==> config.mk <==
export PLATFORM = sky130hd
export DESIGN_NAME = alu_exec_unit_flat
export DESIGN_NICKNAME = d
export VERILOG_FILES = /design/src/rtl/alu_pkg.sv /design/src/rtl/alu_exec_unit_if.sv /design/src/rtl/alu_core.sv /design/src/rtl/alu_exec_unit.sv /design/src/flat_wrapper.sv
export SDC_FILE = /design/constraint.sdc
export NUM_CORES = 1
export LEC_CHECK = 0
export ABC_AREA = 1
export CAP_MARGIN = 20
export CORE_MARGIN = 1.5
export CORE_UTILIZATION = 40
export DETAILED_ROUTE_END_ITERATION = 10
export DONT_BUFFER_PORTS = 1
export PLACE_DENSITY = 0.65
export REMOVE_ABC_BUFFERS = 1
export SETUP_SLACK_MARGIN = 0.5
export SYNTH_ARGS = -nofsm -noshare
export SYNTH_HDL_FRONTEND = slang
export SYNTH_SLANG_ARGS = --single-unit
==> constraint.sdc <==
create_clock -name clk -period 1.51 [get_ports clk]
set_input_delay 0.302 -clock clk [delete_from_list [all_inputs] [get_ports clk]]
set_output_delay 0.302 -clock clk [all_outputs]
set_load 0.1 [all_outputs]
==> src/rtl/alu_pkg.sv <==
// Shared definitions for the ALU execution unit: opcode constants, FSM states,
// default datapath width and small opcode classification helpers.
package alu_pkg;

    localparam int unsigned WIDTH_DEFAULT = 32;

    localparam logic [3:0] ALU_ADD = 4'b0010;
    localparam logic [3:0] ALU_SUB = 4'b1010;
    localparam logic [3:0] ALU_AND = 4'b0000;
    localparam logic [3:0] ALU_OR  = 4'b0001;
    localparam logic [3:0] ALU_SLT = 4'b1011;
    localparam logic [3:0] ALU_SRL = 4'b0111;
    localparam logic [3:0] ALU_SLL = 4'b0100;

    typedef enum logic [1:0] {
        IDLE  = 2'd0,
        SHIFT = 2'd1,
        DONE  = 2'd2
    } state_t;

    // Opcodes handled by the multi-cycle shifter.
    function automatic logic is_shift_op(input logic [3:0] op);
        return (op == ALU_SRL) || (op == ALU_SLL);
    endfunction

    // Opcodes resolved combinationally in a single cycle.
    function automatic logic is_core_op(input logic [3:0] op);
        return (op == ALU_ADD) || (op == ALU_SUB) || (op == ALU_AND) ||
               (op == ALU_OR)  || (op == ALU_SLT);
    endfunction

endpackage

==> src/rtl/alu_exec_unit_if.sv <==
// Request/response handshake bundle between a requester and the ALU unit.
interface alu_exec_unit_if #(
    parameter int unsigned WIDTH = alu_pkg::WIDTH_DEFAULT
) ();

    logic             in_valid;
    logic             in_ready;
    logic [3:0]       alucontrol;
    logic [WIDTH-1:0] a;
    logic [WIDTH-1:0] b;
    logic             out_valid;
    logic             out_ready;
    logic [WIDTH-1:0] result;
    logic             zero;
    logic             illegal;

    modport master (
        output in_valid, alucontrol, a, b, out_ready,
        input  in_ready, out_valid, result, zero, illegal
    );

    modport slave (
        input  in_valid, alucontrol, a, b, out_ready,
        output in_ready, out_valid, result, zero, illegal
    );

endinterface

==> src/rtl/alu_core.sv <==
// Combinational single-cycle ALU operations: add, sub, and, or, slt.
module alu_core import alu_pkg::*; #(
    parameter int unsigned WIDTH = WIDTH_DEFAULT
) (
    input  logic [3:0]       alucontrol,
    input  logic [WIDTH-1:0] a,
    input  logic [WIDTH-1:0] b,
    output logic [WIDTH-1:0] y
);

    // Select the arithmetic/logic result for the presented opcode.
    always_comb begin
        y = '0;
        case (alucontrol)
            ALU_ADD: y = a + b;
            ALU_SUB: y = a - b;
            ALU_AND: y = a & b;
            ALU_OR:  y = a | b;
            ALU_SLT: y = {{(WIDTH-1){1'b0}}, ($signed(a) < $signed(b))};
            default: y = '0;
        endcase
    end

endmodule

==> src/rtl/alu_exec_unit.sv <==
// ALU execution unit: accepts one request in IDLE, resolves single-cycle ops
// directly, runs shifts one bit per cycle, and holds the result in DONE until
// the consumer takes it.
module alu_exec_unit import alu_pkg::*; #(
    parameter int unsigned WIDTH = WIDTH_DEFAULT
) (
    input logic            clk,
    input logic            reset,
    alu_exec_unit_if.slave bus
);

    state_t           state, state_n;
    logic [WIDTH-1:0] result_q, result_n;
    logic [WIDTH-1:0] core_y;
    logic [4:0]       count_q, count_n;
    logic             shift_left_q, shift_left_n;
    logic             illegal_q, illegal_n;

    alu_core #(.WIDTH(WIDTH)) u_core (
        .alucontrol (bus.alucontrol),
        .a          (bus.a),
        .b          (bus.b),
        .y          (core_y)
    );

    // State register.
    always_ff @(posedge clk or posedge reset) begin
        if (reset) begin
            state <= IDLE;
        end else begin
            state <= state_n;
        end
    end

    // Datapath registers: result, shift counter, shift direction, illegal flag.
    always_ff @(posedge clk or posedge reset) begin
        if (reset) begin
            result_q     <= '0;
            count_q      <= '0;
            shift_left_q <= 1'b0;
            illegal_q    <= 1'b0;
        end else begin
            result_q     <= result_n;
            count_q      <= count_n;
            shift_left_q <= shift_left_n;
            illegal_q    <= illegal_n;
        end
    end

    // Next-state and next-datapath logic; inputs are only sampled on accept.
    always_comb begin
        state_n      = state;
        result_n     = result_q;
        count_n      = count_q;
        shift_left_n = shift_left_q;
        illegal_n    = illegal_q;
        case (state)
            IDLE: begin
                if (bus.in_valid) begin
                    illegal_n    = 1'b0;
                    shift_left_n = (bus.alucontrol == ALU_SLL);
                    if (is_shift_op(bus.alucontrol)) begin
                        result_n = bus.a;
                        if (bus.b[4:0] == 5'd0) begin
                            state_n = DONE;
                        end else begin
                            count_n = bus.b[4:0];
                            state_n = SHIFT;
                        end
                    end else if (is_core_op(bus.alucontrol)) begin
                        result_n = core_y;
                        state_n  = DONE;
                    end else begin
                        result_n  = '0;
                        illegal_n = 1'b1;
                        state_n   = DONE;
                    end
                end
            end
            SHIFT: begin
                result_n = shift_left_q ? (result_q << 1) : (result_q >> 1);
                count_n  = count_q - 5'd1;
                if (count_q == 5'd1) begin
                    state_n = DONE;
                end
            end
            DONE: begin
                if (bus.out_ready) begin
                    state_n = IDLE;
                end
            end
            default: begin
                state_n = IDLE;
            end
        endcase
    end

    assign bus.in_ready  = (state == IDLE);
    assign bus.out_valid = (state == DONE);
    assign bus.result    = result_q;
    assign bus.zero      = (result_q == '0);
    assign bus.illegal   = illegal_q;

endmodule

==> src/flat_wrapper.sv <==
// flat-port wrapper written by rule: the top's interface ports become plain ports
module alu_exec_unit_flat import alu_pkg::*;
#(
    parameter int unsigned WIDTH = WIDTH_DEFAULT
)
  (clk, reset, bus_in_valid, bus_alucontrol, bus_a, bus_b, bus_out_ready, bus_in_ready, bus_out_valid, bus_result, bus_zero, bus_illegal);
  alu_exec_unit_if #(.WIDTH(WIDTH)) bus_i ();
  input logic clk;
  input logic reset;
  input wire logic [$bits(bus_i.in_valid)-1:0] bus_in_valid;
  input wire logic [$bits(bus_i.alucontrol)-1:0] bus_alucontrol;
  input wire logic [$bits(bus_i.a)-1:0] bus_a;
  input wire logic [$bits(bus_i.b)-1:0] bus_b;
  input wire logic [$bits(bus_i.out_ready)-1:0] bus_out_ready;
  output wire logic [$bits(bus_i.in_ready)-1:0] bus_in_ready;
  output wire logic [$bits(bus_i.out_valid)-1:0] bus_out_valid;
  output wire logic [$bits(bus_i.result)-1:0] bus_result;
  output wire logic [$bits(bus_i.zero)-1:0] bus_zero;
  output wire logic [$bits(bus_i.illegal)-1:0] bus_illegal;
  assign bus_i.in_valid = bus_in_valid;
  assign bus_i.alucontrol = bus_alucontrol;
  assign bus_i.a = bus_a;
  assign bus_i.b = bus_b;
  assign bus_i.out_ready = bus_out_ready;
  assign bus_in_ready = bus_i.in_ready;
  assign bus_out_valid = bus_i.out_valid;
  assign bus_result = bus_i.result;
  assign bus_zero = bus_i.zero;
  assign bus_illegal = bus_i.illegal;
  alu_exec_unit #(.WIDTH(WIDTH)) u_core (.clk(clk), .reset(reset), .bus(bus_i));
endmodule
### After elaboration in Yosys (flattened, before gate mapping)

Index checks and enable logic that the tools add are counted.
Widths: inputs -> output; s select.

| word-level totals | value |
|---|---|
| register bits after elaboration | 41 |
| input port bits | 72 |

| cells by class | value |
|---|---|
| add/subtract/negate cells | 3 |
| order comparisons | 1 |
| equal/unequal tests | 14 |
| multiplexer cells | 18 |
| bitwise gates (word level) | 2 |
| reduce and logical (&&, ||, !) cells | 14 |

Operators with widths:

| cell | number |
|---|---|
| $pmux 32 s5 | 1 |
| $mux 32 | 4 |
| $pmux 32 s2 | 1 |
| $add 32x32->32 | 1 |
| $and 32x32->32 | 1 |
| $logic_not 32->1 | 1 |
| $lt 32x32->1 | 1 |
| $or 32x32->32 | 1 |
| $sub 32x32->32 | 1 |
| $mux 5 | 3 |
| $mux 2 | 5 |
| $pmux 5 s2 | 1 |
| $eq 4x3->1 const B | 2 |
| $eq 4x4->1 const B | 2 |
| $ne 2x2->1 const B | 3 |
| $pmux 2 s3 | 1 |
| $eq 5x1->1 const B | 1 |
| $logic_not 5->1 | 1 |
| $logic_or 1x1->1 | 5 |
| $sub 5x1->5 const B | 1 |
| $eq 4x1->1 const B | 1 |
| $eq 4x2->1 const B | 1 |
| $logic_not 4->1 | 1 |
| $ne 2x1->1 const B | 2 |
| 8 further kinds | 10 |

### Longest topological paths before layout

Gate-level depths: netlist of run 1.

| logic depth | value |
|---|---|
| depth in word-level cells | 9 |
| depth in mapped cells | 18 |
| depth with buffers taken out | 18 |

### By module

Synthesis of run 1 repeated with hierarchy kept, for this count alone.

| unflattened totals | value |
|---|---|
| cells, all modules | 1806 |
| area, all modules | 9661.8 um2 |

Modules (own cells, without submodules):

| module | instances | cells an instance | area each (um2) |
|---|---|---|---|
| alu_core | 1 | 1280 | 6396.1 |
| alu_exec_unit | 1 | 526 | 3265.6 |

### Least setup slack after synthesis of run 1

Ideal clock, no wire load.

| path | value |
|---|---|
| kind | reg-to-output |
| start | reg u_core.result_q[5], in the netlist u_core.bus.result[5] |
| end | out bus_zero |
| data arrival time | 2.528 ns |
| required time | 1.208 ns |
| setup slack | -1.320 ns |
| stages on the path, launching flop included | 4 |
| path through | dfrtp_1 nor4_1 nand4_1 nor2_1 |

| between the ends | value |
|---|---|
| word-level cells in the longest chain between the ends | 1 |

Ends and longest elaborated chain:

| item | RTL line | text |
|---|---|---|
| from (decl) | alu_exec_unit.sv:13 | `logic [WIDTH-1:0] result_q, result_n;` |
| from (signal assigned) | alu_exec_unit.sv:43 | `result_q <= result_n;` |
| $logic_not 32->1 | alu_exec_unit.sv:101 | `assign bus.zero = (result_q == '0);` |
| to (decl) | flat_wrapper.sv:18 | `output wire logic [$bits(bus_i.zero)-1:0] bus_zero;` |

Every way passes these cells.

### Worst setup path in the final report of run 1

| path | value |
|---|---|
| start | in bus_b[4] |
| end | reg u_core.result_q[8], in the netlist u_core.bus.result[8] |

| between the ends | value |
|---|---|
| word-level cells in the longest chain between the ends | 6 |

Ends and longest elaborated chain:

| item | RTL line | text |
|---|---|---|
| from (decl) | flat_wrapper.sv:13 | `input wire logic [$bits(bus_i.b)-1:0] bus_b;` |
| $sub 32x32->32 or $add 32x32->32 (tied branches) | alu_core.sv:16, alu_core.sv:15 |  |
| $pmux 32 s5 * | alu_core.sv:14 | `case (alucontrol)` |
| $mux 32 * | alu_exec_unit.sv:70 | `end else if (is_core_op(bus.alucontrol)) begin` |
| $mux 32 * | alu_exec_unit.sv:62 | `if (is_shift_op(bus.alucontrol)) begin` |
| $mux 32 * | alu_exec_unit.sv:59 | `if (bus.in_valid) begin` |
| $pmux 32 s2 * | alu_exec_unit.sv:57 | `case (state)` |

Every way passes the cells marked *; elsewhere a longest branch is shown, timed or not. The select of a mux whose other input is x is not followed.
A chain may end at the register's enable or synchronous reset.

==> results of run 1 <==
-- layer usage --
layer	vias up	part of all wire	track usage
li1	5790	-	-
met1	6127	0.33	0.403
met2	950	0.45	0.597
met3	405	0.11	0.0370
met4	4	0.10	0.237
met5	-	0.00054	0
-- final timing paths --
kind / from / slack, ns / end / cells after the start
max: bus_b[4] / -0.76 / u_core.bus.result[8] / 15
min: bus_out_ready / 0.09 / u_core.state[1] / 1
max reg2reg: u_core.state[0] / -0.39 / u_core.count_q[0] / 9
min reg2reg: u_core.count_q[4] / 0.57 / u_core.count_q[4] / 2
max in group asynchronous: reset / 0.75 / u_core.bus.result[5] / 2
min in group asynchronous: reset / 0.44 / u_core.count_q[2] / 2
-- kinds of logic (layout without fill, tap and decap cells) --
family	count (synthesis)	in the layout	share of synthesized area
AO/OA/AOI/OAI	205	205	0.146
adder cells (fa/ha/maj)	115	115	0.162
buffers and inverters	395	750	0.183
flip-flops	41	41	0.115
other	0	1	0
AND/OR/NAND/NOR	844	845	0.395
-- flip-flops by register name (all words and copies together), names as in the netlist --
signal / flops
u_core.bus.result: 32
u_core.count_q: 5
u_core.state: 2
u_core.bus.illegal: 1
u_core.shift_left_q: 1
-- synthesized netlist by cell type (all sizes together) (9+ instances only) --
cell	count	area, um2
nor4	9	56.3
o22ai	28	175
nor3	20	110
inv	339	1270
ha	113	1410
a221oi	30	263
a31oi	9	56.3
nand4	36	225
nand3	122	611
o2111ai	9	78.8
nor2	139	552
nand2	508	1910
clkbuf	11	41.3
o21ai	33	165
buf	45	323
a21oi	71	374
dfrtp	41	1030
-- metrics by stage --
| stage | TNS, ns | worst slack (ns) |
|---|---|---|
| detailed placement | -23.83 | -0.937 |
| global route | -19.23 | -0.760 |
| CTS | -6.27 | -0.396 |
| global placement | -23.48 | -0.933 |
| floorplan | -60.69 | -1.61 |
| finish | -15.63 | -0.760 |
-- where the power goes --
group / switching, mW / internal (mW)
sequential: 0.655 / 1.65
combinational: 8.96 / 5.33
clock: 0.528 / 0.611
-- cell usage in the layout, fill, tap and decap left out, types with 16 or more instances in the layout --
cell type	instances
buf_12	48
buf_6	81
o22ai_1	28
nand2_1	321
inv_4	26
nand3_1	84
ha_4	31
nor2_2	24
nand3_4	16
o21ai_1	16
inv_1	248
nand2_2	134
nand4_1	36
dfrtp_1	41
nor2_4	43
ha_1	77
nand3_2	22
a21oi_2	37
nor2_1	73
a221oi_1	25
buf_4	257
inv_2	46
a21oi_1	23
nand2_4	50
-- critical path, delay by kind of cell --
kind,cells,cell delay (ns)
AOI/OAI and AO/OA,4,0.62
adders and majority gates,1,0.26
buffers and inverters,5,0.48
and+or+nand+nor,5,0.75
-- repair_timing --
| action | CTS | global route |
|---|---|---|
| buffers inserted | 53 | 34 |
| endpoints found under the setup margin | 77 | 77 |
| gates resized for setup | 647 | 293 |
| hold buffers | 2 | 0 |
| pin swaps | 198 | 187 |
| hold endpoints to repair | 9 | 0 |
| gates cloned | 3 | 1 |
-- cell type report --
cell class	instances	area (um2)	area share
antenna	1	2.50	0.000158
clock buffer	6	129	0.00815
clock inverter	2	10.0	0.000633
inverter	339	1460	0.0924
multi-input combinational	1165	8750	0.554
sequential	41	1030	0.0649
tap	280	350	0.0222
timing repair buffer	403	4080	0.258
==> flow_summary.yaml, run 1 <==
run_status:
  outcome: "finished, violations left"
  failed_checks: "negative setup slack"
grt:
  global_route_usage_over_all_layers: 0.346
  antenna_violations_before_repair: 3
  grt_start_max_net_pins: 33
  first_pass_grt_wire_length_um: 64700
  grt_remaining_overflow: 0
  grt_pass1_vias: 12300
die:
  core.rowCount: 54
  die_width_um: 153
  die_height_um: 153
  design.portCount: 108
  core_area_mm2: 0.0219
  fp.dieArea_mm2: 0.0233
  initial_core_util: 0.409
cts:
  cts_buffers: 5
  deepest_clock_path_buffer_count: 2
  cts-htree-levels: 2
  clk_latency_ns: 0.30
  clock_sink_count: 41
  cts_root_buf: "clkbuf_16"
  clkTransAtPathRegs_ns: 0.08
  clock_tree_from_tritoncts: "yes"
timing:
  hold-worst-slack_ns: 0.0861
  transition_time_at_the_pin_with_the_least_slew_margin_ns: 0.982
  headroom_to_the_max_slew_limit: 0.341
  setup_ws_ns: -0.760
  max_freq_ghz: 0.441
  rsz0062_at_grt: "yes"
  final_worst_path_period_need_ns: 2.27
  final_setup_skew_ns: 0.0146
  layout_worst_path_cycle_share: 1.50
  number_of_max_slew_violations_in_the_final_report: 0
  setup_viol_count_final: 43
  hold_viol_final: 0
critical_path:
  timing.critical_path.cells: "inv_8 > ha_4 > buf_8 > nor2_4 > nand2_1 > inv_1 > nand2_4 > nand2_4 > buf_6 > buf_6 > a21boi_1 > o21ai_1 > o2111ai_2 > nand2_1 > a21oi_2"
  highest_fanout_seen_on_the_critical_path: 5
  crit_type: "in2reg"
  critPathLaunchType: "input pin"
  critical_path.slowest_cell: "o2111ai_2"
  critPathCaptureType: "register"
  critPathMaxStageDelay_ns: 0.37
  worst_ep_arrival_time_ns: 2.43
  crit_required_ns: 1.67
synthesis:
  sequential_area_share_after_synthesis: 0.115
  synth-seq-cells: 41
  synth_area_mm2: 0.00895
  post_synth_num_cell_types: 40
  synthCells: 1600
  average_footprint_of_a_synthesized_cell_um2: 5.60
  synth.yosys.warnings: 0
  synth_enable_flop_cells: 0
  ys_dominant_reg_cell: "dfrtp_1"
  postSynth.asyncResetShare: 1.00
power_and_ir_drop:
  leakagePower_nw: 7.96
  fin_total_pwr_mw: 17.7
  ir_drop_mv: 1.16
  power_per_cell_area_mw_per_mm2: 1120
routing:
  avgViaCountPerCell: 5.93
  drt-total-wl_um: 49600
  detailroute.via_count: 13300
  dr.first_iter.drc_count: 1454
  detail_route.first_pass.iterations: 8
  drt_drc_violations_left: 0
  detail-route-antenna-nets: 0
  routedWlPerCell_um: 22.2
finish:
  final_layout_size_suffix_gt1_frac: 0.478
  fin_area_mm2: 0.0158
  finish.utilization: 0.722
  finalNonFillerCells: 2237
  fillCellCount: 1555
  nets: 2142
  syn_to_final_growth_pct: 76.5
place:
  placement.cell_area_mm2: 0.0115
  dp.final_hpwl_um: 29300
  placed_cells: 2135
  gp_congestion: 1.04
  buffer_ports.inserted: 0
hold_path:
  min_path_type: "in2reg"
run:
  max_cap_violations: 0
No activity file was read; power rests on OpenSTA's default activity.
==> run 2, diff against run 1 <==
- CAP_MARGIN: 20 -> not set
==> results of run 2 <==
The final DEF is identical to that of run 1; final timing and power are the same.
==> run 3, diff against run 2 <==
- SLEW_MARGIN: not set -> 20
- SYNTH_HIERARCHICAL: not set -> 1
==> flow_summary.yaml, run 3 <==
run_status:
  outcome: "finished, violations left"
  failed_checks: "negative setup slack"
timing:
  rsz0062_at_grt: "yes"
  setup_viol_count_final: 32
  hold-worst-slack_ns: 0.221
  layout_worst_path_cycle_share: 1.31
  hold_viol_final: 0
  final_setup_skew_ns: 0.00359
  number_of_max_slew_violations_in_the_final_report: 0
  headroom_to_the_max_slew_limit: 0.695
  transition_time_at_the_pin_with_the_least_slew_margin_ns: 0.453
  final_worst_path_period_need_ns: 1.98
  max_freq_ghz: 0.504
  setup_ws_ns: -0.472
grt:
  globalRoute.busiestLayer: "met2"
  global_route_usage_over_all_layers: 0.334
  first_pass_grt_wire_length_um: 64600
  grtUsageMet2: 0.556
  grt_remaining_overflow: 0
  grt_pass1_vias: 12400
  met1_usage: 0.404
  grt_start_max_net_pins: 64
  grt.met3_usage: 0.0547
  antenna_violations_before_repair: 0
synthesis:
  synthCells: 1806
  muxShareOfSynthArea: 0
  synth_top_family_by_area: "simple AND/OR/NAND/NOR gates"
  complex_gate_fraction_of_the_synthesized_area: 0.126
  synth_largest_area_cell: "nand2_1"
  synth_xor_area_frac: 0.000907
  fraction_of_the_mapped_netlist_area_in_simple_logic_gates: 0.442
  sequential_area_share_after_synthesis: 0.106
  post_synth_num_cell_types: 46
  synth.cells.most_frequent: "nand2_1, inv_1, nand3_1"
  postSynth.asyncResetShare: 1.00
  yosys.area_share.adder: 0.140
  synth_top_area_frac: 0.228
  ys_dominant_reg_cell: "dfrtp_1"
  synth-seq-cells: 41
  yosys.cell_count.top_type: "nand2_1"
  synth.yosys.warnings: 6
  average_footprint_of_a_synthesized_cell_um2: 5.35
  synth_area_mm2: 0.00966
  synth_area_leaders: "nand2_1, inv_1, ha_1"
  synth_enable_flop_cells: 0
cts:
  deepest_clock_path_buffer_count: 2
  cts-htree-levels: 2
  clock_sink_count: 41
  cts_root_buf: "clkbuf_16"
  clkTransAtPathRegs_ns: 0.06
  cts_buffers: 5
  clk_latency_ns: 0.29
  clock_tree_from_tritoncts: "yes"
finish:
  sequential_cell_area_mm2: 0.00103
  syn_to_final_growth_pct: 60.5
  highest_count_cells_in_the_layout_ignoring_fill_and_taps: "nand2_1, inv_1, buf_4"
  multi_input_logic_area_mm2: 0.00890
  largest_reg_flops: 32
  nets: 2271
  final_layout_size_suffix_gt1_frac: 0.435
  fillCellCount: 2080
  final_common_cell: "nand2_1"
  fin_area_mm2: 0.0155
  antenna_cells_inserted: 0
  finish.utilization: 0.657
place:
  buffer_ports.inserted: 0
  dp.final_hpwl_um: 32000
  gp_congestion: 1.05
  placement.cell_area_mm2: 0.0121
routing:
  detail_route.first_pass.iterations: 5
  avgViaCountPerCell: 5.34
  routedWlPerCell_um: 17.7
  drt_drc_violations_left: 0
  detail-route-antenna-nets: 0
  drt-total-wl_um: 42800
  dr.first_iter.drc_count: 1223
  detailroute.via_count: 12900
critical_path:
  crit_type: "in2reg"
  crit_required_ns: 1.73
  critPathLaunchType: "input pin"
  critPathCaptureType: "register"
  worst_ep_arrival_time_ns: 2.20
  highest_fanout_seen_on_the_critical_path: 5
die:
  die_height_um: 158
  core_area_mm2: 0.0236
  fp.dieArea_mm2: 0.0251
  core.rowCount: 56
  initial_core_util: 0.409
  design.portCount: 108
  die_width_um: 158
run:
  max_cap_violations: 0
hold_path:
  min_path_type: "in2reg"
power_and_ir_drop:
  ir_drop_mv: 1.20
  leakagePower_nw: 8.21
  power_per_cell_area_mw_per_mm2: 1120
  fin_total_pwr_mw: 17.4
## run 3: changes by cell type after synthesis, moves of 12 or more
cell | before | now
nand4_1 | 36 | 22
nor2_1 | 129 | 117
a221oi_1 | 30 | 1
nand2_1 | 506 | 587
nand3_1 | 122 | 183
inv_1 | 337 | 376
a21oi_1 | 68 | 113
or2_2 | 1 | 17
## run 3: stage by stage
| stage | instances | setup TNS, ns | setup slack (ns) |
|---|---|---|---|
| 2_1_floorplan | 1740 | -22.97 | -1.31 |
| 3_3_place_gp | 2353 | -25.11 | -0.978 |
| 3_5_place_dp | 2353 | -25.79 | -0.975 |
| 4_1_cts | 2395 | -7.99 | -0.347 |
| 5_1_grt | 2411 | -12.66 | -0.549 |
| 6_report | 2411 | -9.59 | -0.472 |
## run 3: per-layer routing
| metal | part of all wire | vias up |
|---|---|---|
| met4 | 0.065 | 0 |
| met5 | 0 | - |
| met2 | 0.46 | 574 |
| met3 | 0.074 | 163 |
| met1 | 0.40 | 5962 |
| li1 | - | 6168 |
## run 3: logic make-up (layout without fill, tap and decap cells)
| logic type | after synthesis | count (layout) |
|---|---|---|
| AO/OA/AOI/OAI | 215 | 215 |
| XOR/XNOR | 1 | 1 |
| adder cells (fa/ha/maj) | 107 | 107 |
| buffers and inverters | 449 | 735 |
| flip-flops | 41 | 41 |
| AND/OR/NAND/NOR | 993 | 993 |
## run 3: what timing repair did
action                                 4_1_cts  5_1_grt
resized for setup                          676      154
buffers inserted                            34       16
endpoints found under the hold margin       41        0
pin swaps                                  187       99
setup endpoints to repair                   77       77
hold buffers                                 1        0
## run 3: layout make-up
type                            count  share of cell area
Inverter                          383               0.101
Multi-Input combinational cell   1316               0.574
Clock buffer                        5             0.00807
Timing Repair Buffer              345               0.222
Sequential cell                    41              0.0665
Tap cell                          319              0.0257
Clock inverter                      2             0.00226
## run 3: path summary, 6_finish.rpt
path / startpoint / end / slack [ns] / depth (start not counted)
max: bus_b[6] / u_core/bus.result[7] / -0.47 / 15
max reg2reg: u_core/state[1] / u_core/bus.result[29] / -0.01 / 7
max in group asynchronous: reset / u_core/bus.result[21] / 0.75 / 3
min in group asynchronous: reset / u_core/count_q[1] / 0.52 / 3
min reg2reg: u_core/count_q[1] / u_core/count_q[1] / 0.53 / 2
min: bus_b[2] / u_core/count_q[2] / 0.22 / 2
## run 3: critical path, stage by stage
cell       delay, ns
inv_4           0.02
ha_4            0.31
buf_6           0.11
o21ai_4         0.06
buf_4           0.16
a21oi_4         0.13
nand2_2         0.12
buf_4           0.16
a21oi_1         0.18
o21ai_1         0.12
o2111ai_1       0.09
nand3_1         0.11
nand2_2         0.12
nand2_1         0.08
a21oi_2         0.12
## run 3: where the power goes
part           internal, mW  leakage [nW]  switching (mW)
Combinational          5.41          7.64            8.46
Clock                 0.768        0.0797           0.452
Sequential             1.66         0.491           0.639
